File: src/rtl/div_share_arbiter.sv
// div_share_arbiter: round-robin sharing of one sequential divider between two requesters.
// Optional WAIT watchdog enabled by defining DIV_WAIT_TIMEOUT_EN.
module div_share_arbiter #(
    parameter int W         = 3,
    parameter int TO_CYCLES = 32
) (
    input  logic         clk,
    input  logic         rst,
    input  logic         REQ0,
    input  logic         REQ1,
    input  logic [W-1:0] A0,
    input  logic [W-1:0] A1,
    input  logic [W-1:0] B0,
    input  logic [W-1:0] B1,
    output logic         ACK0,
    output logic         ACK1,
    output logic [W-1:0] Q,
    output logic         DZ,
    output logic         TO_ERR,
    output logic         BUSY,
    output logic         DIV_START,
    output logic [W-1:0] DIV_A,
    output logic [W-1:0] DIV_B,
    input  logic         DIV_DONE,
    input  logic [W-1:0] DIV_Q
);
    typedef enum logic [1:0] {S_IDLE, S_WAIT, S_RESP} state_t;

    state_t       state_q, state_d;
    logic         ack0_q, ack0_d, ack1_q, ack1_d;
    logic         dz_q, dz_d, to_q, to_d;
    logic         start_q, start_d, busy_q, busy_d;
    logic         sel_q, sel_d, pref_q, pref_d;
    logic [W-1:0] q_q, q_d, a_q, a_d, b_q, b_d;
    logic         grant, expired;
    logic [W-1:0] a_sel, b_sel;

    // pref_q names the port that wins when both request at once
    assign grant = (REQ0 && REQ1) ? pref_q : REQ1;
    assign a_sel = grant ? A1 : A0;
    assign b_sel = grant ? B1 : B0;

`ifdef DIV_WAIT_TIMEOUT_EN
    localparam int CW = $clog2(TO_CYCLES + 1);
    logic [CW-1:0] cnt_q, cnt_d;
    assign expired = cnt_q == CW'(TO_CYCLES);
`else
    assign expired = 1'b0;
    if (TO_CYCLES < 1) begin : g_bad_to_cycles
    end
`endif

    always_comb begin
        state_d = state_q;
        ack0_d  = 1'b0;
        ack1_d  = 1'b0;
        dz_d    = dz_q;
        to_d    = to_q;
        start_d = start_q;
        sel_d   = sel_q;
        pref_d  = pref_q;
        q_d     = q_q;
        a_d     = a_q;
        b_d     = b_q;
`ifdef DIV_WAIT_TIMEOUT_EN
        cnt_d   = cnt_q;
`endif
        case (state_q)
            S_IDLE: begin
                if (REQ0 || REQ1) begin
                    sel_d = grant;
                    a_d   = a_sel;
                    b_d   = b_sel;
                    if (b_sel != '0) begin
                        start_d = 1'b1;
                        state_d = S_WAIT;
`ifdef DIV_WAIT_TIMEOUT_EN
                        cnt_d   = '0;
`endif
                    end else begin
                        // divide-by-zero answered locally, divider never started
                        q_d     = '1;
                        dz_d    = 1'b1;
                        to_d    = 1'b0;
                        ack0_d  = ~grant;
                        ack1_d  = grant;
                        state_d = S_RESP;
                    end
                end
            end
            S_WAIT: begin
`ifdef DIV_WAIT_TIMEOUT_EN
                cnt_d = cnt_q + 1'b1;
`endif
                if (DIV_DONE || expired) begin
                    q_d     = DIV_DONE ? DIV_Q : '0;
                    to_d    = ~DIV_DONE;
                    dz_d    = 1'b0;
                    start_d = 1'b0;
                    ack0_d  = ~sel_q;
                    ack1_d  = sel_q;
                    state_d = S_RESP;
                end
            end
            S_RESP: begin
                dz_d    = 1'b0;
                to_d    = 1'b0;
                pref_d  = ~sel_q;
                state_d = S_IDLE;
            end
            default: state_d = S_IDLE;
        endcase
        busy_d = state_d != S_IDLE;
    end

    always_ff @(posedge clk) begin
        if (rst) begin
            state_q <= S_IDLE;
            ack0_q  <= 1'b0;
            ack1_q  <= 1'b0;
            dz_q    <= 1'b0;
            to_q    <= 1'b0;
            start_q <= 1'b0;
            busy_q  <= 1'b0;
            sel_q   <= 1'b0;
            pref_q  <= 1'b0;
            q_q     <= '0;
            a_q     <= '0;
            b_q     <= '0;
`ifdef DIV_WAIT_TIMEOUT_EN
            cnt_q   <= '0;
`endif
        end else begin
            state_q <= state_d;
            ack0_q  <= ack0_d;
            ack1_q  <= ack1_d;
            dz_q    <= dz_d;
            to_q    <= to_d;
            start_q <= start_d;
            busy_q  <= busy_d;
            sel_q   <= sel_d;
            pref_q  <= pref_d;
            q_q     <= q_d;
            a_q     <= a_d;
            b_q     <= b_d;
`ifdef DIV_WAIT_TIMEOUT_EN
            cnt_q   <= cnt_d;
`endif
        end
    end

    assign ACK0      = ack0_q;
    assign ACK1      = ack1_q;
    assign Q         = q_q;
    assign DZ        = dz_q;
    assign TO_ERR    = to_q;
    assign BUSY      = busy_q;
    assign DIV_START = start_q;
    assign DIV_A     = a_q;
    assign DIV_B     = b_q;
endmodule

File: config.mk
export PLATFORM = sky130hd
export DESIGN_NAME = div_share_arbiter
export DESIGN_NICKNAME = d
export VERILOG_FILES = /design/src/rtl/div_share_arbiter.sv
export SDC_FILE = /design/constraint.sdc
export NUM_CORES = 1
export LEC_CHECK = 0
export ABC_AREA = 1
export CAP_MARGIN = 30
export CORE_MARGIN = 2
export CORE_UTILIZATION = 40
export CTS_CLUSTER_SIZE = 24
export DETAILED_ROUTE_END_ITERATION = 8
export GPL_TIMING_DRIVEN = 1
export PLACE_DENSITY = 0.74
export SETUP_SLACK_MARGIN = 0.4
export SLEW_MARGIN = 20
export SYNTH_ARGS = -nofsm -noshare
export SYNTH_HDL_FRONTEND = slang
export SYNTH_SLANG_ARGS = --single-unit
File: constraint.sdc
create_clock -name clk -period 1.72 [get_ports clk]
set_clock_uncertainty 0.2 [all_clocks]
set_input_delay 0.258 -clock clk [delete_from_list [all_inputs] [get_ports clk]]
set_output_delay 0.258 -clock clk [all_outputs]
set_load 0.05 [all_outputs]
[After elaboration in Yosys (flattened, before gate mapping)]
Index checks and enable logic that the tools add are counted.
Operators by class
  bitwise operators: 3
  equal/unequal tests: 6
  reduce and logical (&&, ||, !) cells: 11
  mux-type cells: 30
Operators by type and width (count)
  $mux 1: 15
  $mux 3: 5
  $reduce_and 4->1: 3
  $ne 2x2->1 const B: 4
  $mux 2: 3
  $pmux 1 s2: 3
  $pmux 1 s3: 2
  $pmux 3 s2: 1
  $reduce_bool 3->1: 2
  $pmux 2 s2: 1
  $reduce_bool 2->1: 2
  $not 1->1: 3
  $eq 2x1->1 const B: 1
  $eq 2x2->1 const B: 1
  $logic_not 2->1: 1
  $reduce_and 2->1: 1
  $logic_and 1x1->1: 1
  $logic_or 1x1->1: 1
Storage, ports and cells
  word-level logic and storage cells: 62
  output and inout bits: 15
  flip-flop bits (word level): 19
  input bits: 20

[Longest topological paths before layout]
  depth after elaboration: 8
  depth in mapped cells: 10
  depth with buffers taken out: 10

[Worst setup path before layout]
No wires, ideal clock.
  kind: register -> register
  start: register state_q[0]
  end: register a_q[0] (netlist: DIV_A[0])
  arrival time: 1.274 ns
  library setup time: 0.115 ns
  stages on the path, launching flop included: 9
  buffers on the path: 1
  period minus slack after synthesis: 1.589 ns
  data required time: 1.405 ns
  setup slack: 0.131 ns
  path through: dfxtp_1 inv_1 ha_1 inv_2 nor2_4 buf_6 nand3_1 o211ai_1 inv_2
On the way
  word-level cells in the longest chain between the ends: 2
RTL lines
  start: declaration: RTL line 29  | state_t state_q, state_d;
  start signal: assignment: RTL line 134  | state_q <= state_d;
  $logic_not 2->1: RTL line 68  | case (state_q)
  $reduce_and 2->1 (no source line)
  end signal: assignment: RTL line 128  | a_q <= '0;
  end signal: assignment: RTL line 144  | a_q <= a_d;
  end: declaration: RTL line 34  | logic [W-1:0] q_q, q_d, a_q, a_d, b_q, b_d;
No other way between the ends.
A chain may end at the register's enable or synchronous reset.

[Worst setup path in the final report]
  start: register state_q[1]
  end: register q_q[1] (netlist: Q[1])
On the way
  word-level cells in the longest chain between the ends: 3
  elaborated cells between the ends (all ways): 8
  those cells by class: eq/ne (4); mux (1); reduce/logical (3)
RTL lines
  $eq 2x1->1 / $logic_not 2->1 (equally long branches): RTL line 68
  $ne 2x2->1 (no source line) / $reduce_bool 2->1 (equally long branches)
  $reduce_and 4->1 (no source line)
  end signal: assignment: RTL line 143  | q_q <= q_d;
  end: declaration: RTL line 34
Parallel ways exist; a longest one is shown, timed or not.

==> impl_results.md <==
- Placed Area: 1415 µm²
- Row Count: 17
- HP Class: reg -> reg
- Peak VDD IR: 0.6516 mV
- Total GRT Usage: 0.2131
- Sequential area share after synthesis: 0.3868
- Initial antenna violation count: 0
- Share of the synthesized area in the top cell type: 0.3868
- Initial Util: 0.4321
- Critical Path End Type: flip-flop
- Relative slew slack: 0.8014
- P_int: 0.0009033 W
- CP Launch Type: flip-flop
- Final setup margin: 0.1837 ns
- CP Data Arrival Time: 1.55 ns
- Largest area contributor in the netlist: dfxtp_1
- Pre-antenna DRT Iters: 4
- Inserted Clock Buffers: 3
- CP delay by family, top: compound AO/OA/AOI/OAI gates
- Routed WL per cell: 12.90 µm
- Ranking of synthesized cells by area: dfxtp_1 (39%), nand2_1 (11%), a21oi_1 (6.6%), ha_1 (5.1%), inv_1 (5.0%)
- CP max FO: 8
- Critical path class: reg -> reg
- Clk_lat worst skew: 0.31 ns
- NumNets Final: 214
- Clk slew on worst S/H paths: 0.13 ns
- Sw frac: 0.4142
- Setup WS pre-CTS: -0.1870 ns
- Drt drc: 0
- Status: completed
- Worst EP required: 1.74 ns
- Seq cells post-synth: 19
- Leak: 0.7894 nW
- Sequential share of power: 0.357
- Dpl hpwl: 1861 µm
- Power Density: 907.5 nW/µm²
- Worst r2r src: state_q[1]
- Sink Count: 19
- CTS Hold Buffers Added: 0
- Syn_nets: 156
- CP max-delay cell: dfxtp_2
- Max Clk Rate: 650.9 MHz
- Yosys warning count: 0
- Core Area: 2276 µm²
- Setup Viol. Count Final: 0
- Final Total Pwr: 0.001542 W
- Fin crit share: 0.8932
- Sw power: 0.0006386 W
- Final Wtd Congestion: 0.9020
- Comb power frac: 0.487
- Clock network power share: 0.157
- Syn Area/Cell: 7.450 µm²
- Htree depth: 1
- Drt total wl: 2800 µm
- Chip width: 53.59 µm
- Max Buffers Root-to-Sink: 2
- Root Driver: clkbuf_4
- Worst Tran Pin Value: 0.2979 ns
- Bufs and invs on worst path: 2
- CTS tree: built
- Final instance area: 1699 µm²
- First-pass GRT wire length: 4422 µm
- Synth-to-Final Area Change: 72.77%
- Worst-path cell chain: inv_4 -> ha_4 -> inv_6 -> o21ai_4 -> a21oi_4 -> a21oi_1 -> nor2_2
- Total grt overflow: 0
- Critical Path Max Stage Delay: 0.36 ns
- WHS Path Cells: 2
- Synth unique cells: 22
- RSZ-0062 raised after global routing: yes
- R2R Setup Slk: 0.18 ns
- Vias in the first global route: 1037
- Slew Viols, Final: 0
- Mapped Area: 983.4 µm²
- Worst R2R End: Q[1]
- Hold path startpoint: TO_ERR
- Port Buf Inserts: 34
- Worst R2R Path Depth: 7
- Vias: 1093
- Hold EP: TO_ERR
- Area of the die: 2871 µm²
- ANT cells: 0
- Largest net degree at the start of global routing: 14
- Cell count after synthesis: 132
- Share of cells above drive strength 1: 0.4868
- Max cap viols: 0
- Vias/cell: 5.037
- Final Hold Fails: 0
- Clock period minus worst slack: 1.536 ns
- Die height: 53.59 µm
- Top Ports: 35
- Final hold slack: 0.2743 ns
- Routed Antenna Nets: 0
- DR iter-0 viols: 24
## power by group through the flow
stage	clock network (W)	logic, W	registers (W)
after CTS	0.000240	0.000702	0.000541
after global placement	0	0.000596	0.000540
after detailed placement	0	0.000604	0.000542
after floorplan	0	0.000249	0.000701
after global routing	0.000250	0.000798	0.000556
final	0.000242	0.000750	0.000550
## per-stage QoR
stage                       util  std cells  TNS (ns)
after floorplan                -        132         0
after global placement    0.6218        201    -1.572
after detailed placement  0.6218        201    -2.239
after CTS                 0.7103        215         0
after global routing      0.7466        217         0
final                     0.7466        217         0
## timing repair
action / 4_1_cts / 5_1_grt
gates resized for setup: 30 / 25
endpoints found under the setup margin: 25 / 30
cloned: 2 / 0
endpoints found under the hold margin: 0 / 0
setup buffers: 8 / 2
pin swaps: 13 / 13
## logic make-up after synthesis
group / count (synthesis) / share of synthesized area
simple gates: 66 / 0.3308
compound gates: 22 / 0.1425
buf+inv: 21 / 0.08905
flops: 19 / 0.3868
fa+ha+maj: 4 / 0.05089
## tightest hold or removal path: cells and delay by family (launching register included)
| kind | cells | cell delay, ns |
|---|---|---|
| flip-flops | 1 | 0.34 |
| AND/OR/NAND/NOR | 1 | 0.07 |
| AO/OA/AOI/OAI | 1 | 0.03 |
## flip-flops by register name (all words and copies together) (netlist names), 2 cells and up
register  flops
DIV_A         3
DIV_B         3
Q             3
state_q       2
## routing by layer
metal / track usage / vias up / share of wire
met2: 0.3683 / 33 / 0.50
met5: 0 / - / 0
met4: 0.1026 / 0 / 0.014
met3: 0.03056 / 10 / 0.056
li1: - / 543 / -
met1: 0.2586 / 507 / 0.43
## synth_stat cells
cell and number:
inv_2 6, a21oi_1 13, nand3b_1 2, ha_1 4
inv_1 13, nand2_1 29, or2_2 1, o211ai_1 6
nand2_2 5, buf_2 1, nand2_4 2, o21ai_0 1
nand4_1 2, nor2_1 13, nor2_2 1, a21oi_4 1
nand3_1 9, nand3_4 1, o21ai_2 1, buf_6 1
nor2_4 1, dfxtp_1 19
## how the worst max path moves through the flow
stage	startpoint	endpoint	cells after the start
4_1_cts	state_q[0]	Q[0]	8
3_3_place_gp	REQ1	Q[1]	8
2_1_floorplan	state_q[1]	DZ	7
6_report	state_q[1]	Q[1]	7
3_5_place_dp	REQ1	DZ	7
5_1_grt	state_q[1]	Q[1]	7
## layout by cell type (no fill, tap or decap), types with 3 or more instances in the layout
cell | synthesis | layout
a21oi_1 | 13 | 9
a21oi_2 | 0 | 4
buf_4 | 0 | 20
buf_6 | 1 | 13
clkbuf_4 | 0 | 3
clkdlybuf4s50_1 | 0 | 17
dfxtp_1 | 19 | 7
dfxtp_2 | 0 | 11
inv_1 | 13 | 9
inv_2 | 6 | 6
inv_4 | 0 | 3
nand2_1 | 29 | 24
nand2_2 | 5 | 5
nand2_4 | 2 | 8
nand3_1 | 9 | 6
nand3_2 | 0 | 3
nor2_1 | 13 | 10
nor2_2 | 1 | 3
nor2_4 | 1 | 3
o211ai_1 | 6 | 6
## final cells by class
cell class	count	area [µm²]
Multi-Input combinational cell	94	650.6
Fill cell	162	576.8
Timing Repair Buffer	53	504.2
Sequential cell	19	397.9
Inverter	19	83.83
Tap cell	28	35.03
Clock buffer	3	22.52
Clock inverter	1	5.005
No activity file was read; power rests on OpenSTA's default activity.
